<file path="config.mk">
export PLATFORM = sky130hd
export DESIGN_NAME = ooo_fetch
export DESIGN_NICKNAME = d
export VERILOG_FILES = /design/src/rtl/ooo_fetch_pkg.sv /design/src/rtl/ooo_fetch_queue.sv /design/src/rtl/ooo_fetch.sv
export SDC_FILE = /design/constraint.sdc
export NUM_CORES = 2
export LEC_CHECK = 0
export CORE_UTILIZATION = 46
export CTS_CLUSTER_DIAMETER = 40
export CTS_CLUSTER_SIZE = 16
export DETAILED_ROUTE_END_ITERATION = 10
export PLACE_DENSITY = 0.67
export SLEW_MARGIN = 20
export SYNTH_ARGS = -nofsm -noshare
export SYNTH_HDL_FRONTEND = slang
export SYNTH_SLANG_ARGS = --single-unit
</file>
<file path="constraint.sdc">
create_clock -name clk -period 55.9 [get_ports clk]
set_clock_uncertainty 0.2 [all_clocks]
set_input_delay 11.18 -clock clk [delete_from_list [all_inputs] [get_ports clk]]
set_output_delay 11.18 -clock clk [all_outputs]
set_load 0.02 [all_outputs]
</file>
<file path="src/rtl/ooo_fetch_pkg.sv">
// Shared types for the out-of-order front end: fetch FSM states and the
// instruction-queue entry format.
package ooo_fetch_pkg;

  typedef enum logic [1:0] {
    IDLE    = 2'd0,
    WAIT    = 2'd1,
    DISCARD = 2'd2
  } fetch_state_t;

  typedef struct packed {
    logic [31:0] inst;
    logic [31:0] pc;
  } fetch_entry_t;

  function automatic logic [31:0] align_down(input logic [31:0] addr, input int bytes);
    return addr & ~(32'(bytes) - 32'd1);
  endfunction

endpackage

</file>
<file path="src/rtl/ooo_fetch_queue.sv">
// Circular instruction queue: up to ENQ_WIDTH entries written per cycle,
// one entry read per cycle, synchronous flush.
module fetch_queue
  import ooo_fetch_pkg::*;
#(
  parameter int DEPTH     = 16,
  parameter int ENQ_WIDTH = 2
) (
  input  logic                           clk,
  input  logic                           rst,
  input  logic                           flush,
  input  logic [$clog2(ENQ_WIDTH+1)-1:0] enq_n,
  input  fetch_entry_t                   enq_data [ENQ_WIDTH],
  input  logic                           deq_ready,
  output logic                           deq_valid,
  output fetch_entry_t                   deq_data,
  output logic [$clog2(DEPTH+1)-1:0]     count
);

  localparam int PTR_W = $clog2(DEPTH);
  localparam int CNT_W = $clog2(DEPTH + 1);

  fetch_entry_t     mem [DEPTH];
  logic [PTR_W-1:0] head;
  logic [PTR_W-1:0] tail;
  logic             deq_fire;

  assign deq_valid = (count != '0);
  assign deq_fire  = deq_valid && deq_ready;
  // Head is masked when empty so stale entries never leak onto the outputs.
  assign deq_data  = deq_valid ? mem[head] : '0;

  always_ff @(posedge clk or posedge rst) begin
    if (rst) begin
      head  <= '0;
      tail  <= '0;
      count <= '0;
      for (int i = 0; i < DEPTH; i++) begin
        mem[i] <= '0;
      end
    end else if (flush) begin
      head  <= '0;
      tail  <= '0;
      count <= '0;
    end else begin
      for (int i = 0; i < ENQ_WIDTH; i++) begin
        if (i < int'(enq_n)) begin
          mem[tail + PTR_W'(i)] <= enq_data[i];
        end
      end
      tail  <= tail + PTR_W'(enq_n);
      head  <= head + PTR_W'(deq_fire);
      count <= count + CNT_W'(enq_n) - CNT_W'(deq_fire);
    end
  end

endmodule

</file>
<file path="src/rtl/ooo_fetch.sv">
// Front-end fetch unit: owns the PC, issues aligned imem reads, splits each
// response into 32-bit instructions and queues them for the decoder.
module ooo_fetch
  import ooo_fetch_pkg::*;
#(
  parameter int          IMEM_WIDTH  = 64,
  parameter int          QUEUE_DEPTH = 16,
  parameter logic [31:0] RESET_PC    = 32'h1eceb000
) (
  input  logic                  clk,
  input  logic                  rst,
  output logic [31:0]           imem_addr,
  output logic [3:0]            imem_rmask,
  input  logic [IMEM_WIDTH-1:0] imem_rdata,
  input  logic                  imem_resp,
  input  logic                  redirect_valid,
  input  logic [31:0]           redirect_pc,
  output logic                  deq_valid,
  input  logic                  deq_ready,
  output logic [31:0]           deq_inst,
  output logic [31:0]           deq_pc
);

  localparam int INSTS_PER_FETCH = IMEM_WIDTH / 32;
  localparam int BLOCK_BYTES     = IMEM_WIDTH / 8;
  localparam int CNT_W           = $clog2(QUEUE_DEPTH + 1);
  localparam int ENQ_N_W         = $clog2(INSTS_PER_FETCH + 1);

  fetch_state_t       state;
  fetch_state_t       state_next;
  logic [31:0]        pc;
  logic [31:0]        pc_next;
  logic [31:0]        pc_block;
  logic [31:0]        slot_offset;
  logic               resp_kept;
  logic               issue;
  logic               deq_fire;
  int                 free_space;
  logic [ENQ_N_W-1:0] enq_n;
  fetch_entry_t       enq_data [INSTS_PER_FETCH];
  fetch_entry_t       head;
  logic [CNT_W-1:0]   queue_count;

  assign pc_block    = align_down(pc, BLOCK_BYTES);
  assign slot_offset = (pc >> 2) & 32'(INSTS_PER_FETCH - 1);
  assign resp_kept   = (state == WAIT) && imem_resp && !redirect_valid;
  assign deq_fire    = deq_valid && deq_ready;

  // Slot extraction: skip the slots below the PC, pack the rest to entry 0 up.
  always_comb begin
    enq_n = '0;
    for (int j = 0; j < INSTS_PER_FETCH; j++) begin
      enq_data[j] = '0;
    end
    if (resp_kept) begin
      enq_n = ENQ_N_W'(INSTS_PER_FETCH - int'(slot_offset));
      for (int j = 0; j < INSTS_PER_FETCH; j++) begin
        if (j + int'(slot_offset) < INSTS_PER_FETCH) begin
          enq_data[j].inst = imem_rdata[(j + int'(slot_offset))*32 +: 32];
          enq_data[j].pc   = pc_block + 32'((j + int'(slot_offset)) * 4);
        end
      end
    end
  end

  assign free_space = QUEUE_DEPTH - int'(queue_count) - int'(enq_n) + (deq_fire ? 1 : 0);
  assign issue      = !rst && !redirect_valid &&
                      ((state == IDLE) || ((state == WAIT) && imem_resp)) &&
                      (free_space >= INSTS_PER_FETCH);

  // A request issued in the response cycle already targets the next block.
  assign imem_addr  = ((state == WAIT) && imem_resp) ? pc_block + 32'(BLOCK_BYTES) : pc_block;
  assign imem_rmask = issue ? 4'hF : 4'h0;

  always_ff @(posedge clk or posedge rst) begin
    if (rst) begin
      state <= IDLE;
      pc    <= RESET_PC;
    end else begin
      state <= state_next;
      pc    <= pc_next;
    end
  end

  // A response landing in the redirect cycle is consumed right there, so only
  // a still-pending request needs DISCARD to swallow it later.
  always_comb begin
    state_next = state;
    pc_next    = pc;
    if (redirect_valid) begin
      pc_next    = redirect_pc;
      state_next = (((state == WAIT) || (state == DISCARD)) && !imem_resp) ? DISCARD : IDLE;
    end else begin
      case (state)
        IDLE: begin
          if (issue) begin
            state_next = WAIT;
          end
        end
        WAIT: begin
          if (imem_resp) begin
            pc_next    = pc_block + 32'(BLOCK_BYTES);
            state_next = issue ? WAIT : IDLE;
          end
        end
        DISCARD: begin
          if (imem_resp) begin
            state_next = IDLE;
          end
        end
        default: state_next = IDLE;
      endcase
    end
  end

  fetch_queue #(
    .DEPTH     (QUEUE_DEPTH),
    .ENQ_WIDTH (INSTS_PER_FETCH)
  ) u_queue (
    .clk       (clk),
    .rst       (rst),
    .flush     (redirect_valid),
    .enq_n     (enq_n),
    .enq_data  (enq_data),
    .deq_ready (deq_ready),
    .deq_valid (deq_valid),
    .deq_data  (head),
    .count     (queue_count)
  );

  assign deq_inst = head.inst;
  assign deq_pc   = head.pc;

endmodule
</file>
Word level (Yosys, flattened, before mapping). Cells that the tools add are included.

Bits in registers: 1071. Bits of input ports: 101. Output and inout port bits: 101. Word-level logic and storage cells: 123.

Add/subtract/negate cells: 13. Magnitude comparators: 10. Equal/unequal tests: 5. Shift-type cells: 2. Multiplexer cells: 33. Bitwise gates (word level): 3. Reductions and logical operators: 20.

Operators with widths (count): $mux 1024 (3); $bwmux 1024 (2); $demux 64 s4 (2); $mux 64 (7); $bmux 64 s4 (1); $mux 128 (1); $mux 32 (4); $shiftx 64x32->32 (1); $shiftx 64x7->32 (1); $add 32x3->32 (1); $add 32x4->32 (1); $add 32x4->32 const B (1); $lt 32x3->1 const B (1); $ge 5x5->1 const B (3); $not 4->5 (3); $mux 2 (6); $mux 4 (3); $lt 5x1->1 const B (2); $logic_and 1x1->1 (9); $ne 3x3->1 const B (3); $add 7x2->8 (1); $ge 8x3->1 const B (1); $sub 6x3->7 (1); $pmux 2 s3 (1); 21 further kinds (27).

Depth between registers and ports, before layout.
Depth after elaboration: 12. Gate-level depth with buffers: 16. Depth with buffers taken out: 14.

Hierarchy. A second synthesis with hierarchy kept.

Cells, all modules: 6944. Area, all modules: 65477.8 µm².

Modules (own cells, without submodules): fetch_queue (times used 1, cells an instance 6504, area an instance 61839.3 µm², seq. area each 25949.9 µm²); ooo_fetch (times used 1, cells an instance 440, area an instance 3638.5 µm², seq. area each 815.8 µm²).

Worst setup path after synthesis. Ideal clock, no wire load.

Kind: input to output. Start point: input redirect_valid. End point: output imem_rmask[0]. Data arrival time: 13969 ps. Required time: 44520 ps. Slack: 30551 ps. Stages: 14. Buffers on the path: 5. Cells stage by stage: buf_2 -> nand3b_1 -> buf_2 -> buf_2 -> buf_1 -> nor2_1 -> nand2_1 -> nand2_1 -> ha_1 -> fa_1 -> xnor2_1 -> and3b_1 -> a41oi_1 -> buf_4.

Word-level cells in the longest chain between the ends: 8. Elaborated cells on any way between the ends: 10. Those cells by class: 2 x add/sub; 1 x order compare; 2 x mux; 5 x reduce/logical.

Ends and longest elaborated chain: start: declaration (RTL line ooo_fetch.sv:16) `input logic redirect_valid,`; $logic_not 1->1 (*) (RTL line ooo_fetch.sv:46, ooo_fetch.sv:67); $logic_and 1x1->1 (RTL line ooo_fetch.sv:46) `assign resp_kept = (state == WAIT) && imem_resp && !redirect_valid;`; $mux 2 (RTL line ooo_fetch.sv:55) `if (resp_kept) begin`; $sub 6x3->7 (RTL line ooo_fetch.sv:66) `assign free_space = QUEUE_DEPTH - int'(queue_count) - int'(enq_n) + (deq_fire ? 1 : 0);`; $add 7x2->8 (RTL line ooo_fetch.sv:66); $ge 8x3->1 (RTL line ooo_fetch.sv:69) `(free_space >= INSTS_PER_FETCH);`; $logic_and 1x1->1 (*) (RTL line ooo_fetch.sv:68) `((state == IDLE) || ((state == WAIT) && imem_resp)) &&`; net issue (RTL line ooo_fetch.sv:36) `logic issue;`; $mux 4 (*) (RTL line ooo_fetch.sv:73) `assign imem_rmask = issue ? 4'hF : 4'h0;`; end: declaration (RTL line ooo_fetch.sv:13) `output logic [3:0] imem_rmask,`.

Mark *: on every way through the listed nets, which the timed path passes. The rest lies on a longest branch.

Final worst setup path.
Start point: input imem_resp. End point: output imem_addr[31].

Word-level cells in the longest chain between the ends: 2.

Ends and longest elaborated chain: start: declaration (RTL line ooo_fetch.sv:15) `input logic imem_resp,`; $logic_and 1x1->1 (RTL line ooo_fetch.sv:72) `assign imem_addr = ((state == WAIT) && imem_resp) ? pc_block + 32'(BLOCK_BYTES) : pc_block;`; $mux 32 (RTL line ooo_fetch.sv:72); end: declaration (RTL line ooo_fetch.sv:12) `output logic [31:0] imem_addr,`.

Every way passes these cells.

==> impl_metrics.csv <==
group,metric,value,unit
global_route,track_usage,0.357,
timing,rsz0062_at_grt,"no",
yosys,cell_accounting_for_the_most_synthesized_area,"sky130_fd_sc_hd__dfrtp_1",
power,power_density,39.8,nW/um2
yosys,synthesis.instances,5259,
flow_run,max-cap-violations,0,
clock_network,cts-root-to-sink-buffers,3,
clock_network,ctsHtreeMaxLevel,4,
critical_path,timing.rr.end,"u_queue.mem[617]",
yosys,synth_enable_flop_cells,0,
timing,worst_pin_slew,1.28,ns
run_status,outcome,"completed",
cells_and_area,layout.nets,5288,
critical_path,rr_worst_depth,7,
yosys,synth-seq-cells,1069,
floorplan,boundaryPins,202,
critical_path,path_cells,"clkdlybuf4s50_1, and2_1, buf_4, nand3_1, nor4_2, xnor2_1, clkdlybuf4s50_1",
clock_network,cts_resized,0,
critical_path,path_class,"primary input to output port",
power,power_report.internal_total,1.67,mW
clock_network,post_cts_hold_buffer_count,0,
yosys,yosysUniqueCellTypes,77,
critical_path,critical_path_arrival,15.40,ns
critical_path,worst_path_dominant_cell_family,"simple AND/OR/NAND/NOR gates",
floorplan,fp.dieW,345,um
clock_network,cts_tree,"built",
timing,post-route-min-period,26.78,ns
route,post-route-drc-count,0,
power,power_frac_comb,0.254,
clock_network,cts.repair_timing.setup_buffer_count,0,
critical_path,crit_fanout,11,
timing,setup_viol,0,
worst_hold_path,worst_hold_path_stage_count,2,
placed_design,globalplace.congestion,0.930,
cells_and_area,layout-drive-gt1-share,0.177,
yosys,postSynth.topFlopCell,"sky130_fd_sc_hd__dfrtp_1",
route,drtAntennaViolNets,0,
floorplan,die_height,345,um
timing,layout_worst_path_cycle_share,0.479,
placed_design,placed_cell_area,56900,um2
yosys,synthArstFlopShare,1.00,
global_route,antenna_found_initial,12,
global_route,grt_start_max_net_pins,184,
worst_hold_path,hp-start,"u_queue.mem[158]",
cells_and_area,finalNonFillerCells,6797,
timing,finalHoldViolations,0,
route,routedWlPerCell,31.2,um
timing,timing.max_slew.rel_slack,0.147,
floorplan,design.die.area,119000,um2
yosys,synth.yosys.warnings,0,
power,power.switching,0.790,mW
critical_path,cp_common_cell,"sky130_fd_sc_hd__clkdlybuf4s50_1",
clock_network,clock_sinks,1069,
global_route,first_global_vias,45600,
route,average_via_count_per_standard_cell,6.93,
critical_path,cp-end-kind,"output port",
power,switching_share,0.321,
critical_path,cp.required,44.52,ns
power,seqPwrFrac,0.359,
power,total_leakage_power,27.4,nW
worst_hold_path,min_path_type,"flop to flop",
power,p_clk_frac,0.386,
critical_path,regToRegSetupSlack,50.59,ns
placed_design,dp_hpwl,113,mm
floorplan,core-area,116000,um2
floorplan,initial_standard_cell_utilization_of_the_core,0.464,
timing,fin_tns_setup,0,ns
route,first_iter_violations,7698,
worst_hold_path,hold_path_end,"u_queue.mem[158]",
clock_network,clk-insertion-delay-late,0.79,ns
cells_and_area,stdcell_area,61900,um2
global_route,grt_first_pass_wirelength,307,mm
global_route,grt.overflow.total,0,
route,vias_after_detailed_routing,47100,
yosys,synth_top_cells_by_count,"sky130_fd_sc_hd__nor2_1, sky130_fd_sc_hd__dfrtp_1, sky130_fd_sc_hd__nand2_1, sky130_fd_sc_hd__o22ai_1, sky130_fd_sc_hd__clkbuf_1",
yosys,synth.top_cells.by_area,"sky130_fd_sc_hd__dfrtp_1, sky130_fd_sc_hd__mux4_2, sky130_fd_sc_hd__nor2_1",
yosys,syn-mean-instance-area,10.3,um2
floorplan,rows,125,
yosys,synth.cell_area,54000,um2
clock_network,clk_transition_reported_paths,0.05,ns
critical_path,cp_slowest_stage_delay,0.77,ns
placed_design,dp.cells,6540,
timing,max_clock_freq,37.3,MHz
critical_path,worst_path_max_delay_cell,"sky130_fd_sc_hd__nor4_2",
yosys,synth_largest_type_area_fraction,0.490,
critical_path,rr_startpoint,"u_queue.tail[1]",
route,firstDrtPassIters,8,
power,vdd_ir_drop_max,0.0367,mV
clock_network,cts_root_buffer,"sky130_fd_sc_hd__clkbuf_16",
yosys,sequential_element_share_of_the_synthesized_area,0.496,
route,totalWireLength,212,mm
placed_design,number_of_i_o_port_buffers,196,
clock_network,tritoncts.num_buffers,140,
timing,slew_viol_final,0,
yosys,yosysMostFrequentCell,"sky130_fd_sc_hd__nor2_1",
cells_and_area,flow.area_growth_from_synthesis,14.6,%
critical_path,startpoint_type,"primary input",
timing,hold_ws,0.270,ns
critical_path,crit_path_buffers_inverters,3,
-- cells in the final DEF (no fill, tap or decap), types with 25 or more instances in the layout --
master and count:
sky130_fd_sc_hd__o21ai_0 172, sky130_fd_sc_hd__nand3_1 25, sky130_fd_sc_hd__o221a_2 29, sky130_fd_sc_hd__xnor2_1 40, sky130_fd_sc_hd__dfrtp_1 1052, sky130_fd_sc_hd__nor3_1 39, sky130_fd_sc_hd__o22ai_1 506, sky130_fd_sc_hd__mux2_2 78
sky130_fd_sc_hd__and2_1 82, sky130_fd_sc_hd__mux4_2 320, sky130_fd_sc_hd__a221oi_1 70, sky130_fd_sc_hd__a22oi_1 45, sky130_fd_sc_hd__clkdlybuf4s50_1 195, sky130_fd_sc_hd__a221o_1 28, sky130_fd_sc_hd__and3_1 25, sky130_fd_sc_hd__mux2i_1 31
sky130_fd_sc_hd__clkbuf_16 140, sky130_fd_sc_hd__inv_1 28, sky130_fd_sc_hd__ha_1 26, sky130_fd_sc_hd__buf_4 116, sky130_fd_sc_hd__nor2_1 1118, sky130_fd_sc_hd__nand2_1 482, sky130_fd_sc_hd__a21oi_1 156
-- worst reg2reg max path: stages, from the launching register on --
cell,delay [ns]
sky130_fd_sc_hd__dfrtp_1,0.87
sky130_fd_sc_hd__nor2b_1,0.80
sky130_fd_sc_hd__nand3_2,1.19
sky130_fd_sc_hd__buf_4,0.64
sky130_fd_sc_hd__nand2_4,0.49
sky130_fd_sc_hd__buf_4,0.66
sky130_fd_sc_hd__nor2_1,0.14
sky130_fd_sc_hd__a211oi_1,0.23
-- stage by stage --
stage	setup slack [ns]	util	total power, mW
5_1_grt	29.23	0.532	2.54
4_1_cts	29.37	0.532	2.46
3_3_place_gp	29.36	0.490	1.51
2_1_floorplan	14.45	-	1.30
6_report	29.12	0.532	2.46
3_5_place_dp	29.38	0.490	1.52
-- metal layers --
metal	track usage	vias to the layer above	routed length (um)	share of wire
met3	0.120	986	32000	0.15
li1	-	18700	-	-
met2	0.504	4042	89500	0.42
met5	0.00721	-	182	0.00086
met1	0.478	23300	76000	0.36
met4	0.203	12	14400	0.068
-- final cells by class --
class / instances / area, um2
Antenna cell: 2 / 5.00
Clock buffer: 157 / 3650
Clock inverter: 98 / 1260
Fill cell: 9965 / 54400
Inverter: 34 / 136
Multi-Input combinational cell: 3597 / 25200
Sequential cell: 1069 / 26800
Tap cell: 1524 / 1910
Timing Repair Buffer: 316 / 2910
-- cell families (layout without fill, tap and decap cells) --
kind of cell,after synthesis,after routing,share of synthesized area
buf+inv,595,605,0.0453
mux,429,429,0.156
compound gates,1125,1125,0.136
simple gates,1957,1957,0.152
flops,1069,1069,0.496
fa+ha+maj,29,29,0.00714
xor+xnor,54,54,0.00876
other cells,1,5,0.0000695
-- power groups by stage --
stage / Clock, mW / Sequential (mW) / Combinational (mW)
floorplan: 0 / 0.866 / 0.436
global route: 0.983 / 0.890 / 0.671
finish: 0.950 / 0.884 / 0.626
global placement: 0 / 0.893 / 0.619
detailed placement: 0 / 0.895 / 0.625
CTS: 0.950 / 0.882 / 0.628
-- worst max path at each step --
stage | end | start | slack, ns | depth (start not counted)
floorplan | pc[10] | rst | 14.45 | 1
global placement | imem_addr[31] | imem_resp | 29.36 | 7
detailed placement | imem_addr[31] | imem_resp | 29.38 | 7
CTS | imem_addr[31] | imem_resp | 29.37 | 7
global route | imem_addr[31] | imem_resp | 29.23 | 7
finish | imem_addr[31] | imem_resp | 29.12 | 7
-- flip-flops by register name (all words and copies together), names as in the netlist --
| name | count |
|---|---|
| u_queue.mem | 1024 |
| u_queue.count | 5 |
| u_queue.tail | 4 |
| pc | 30 |
| state | 2 |
| u_queue.head | 4 |
(Power assumes the default switching activity.)
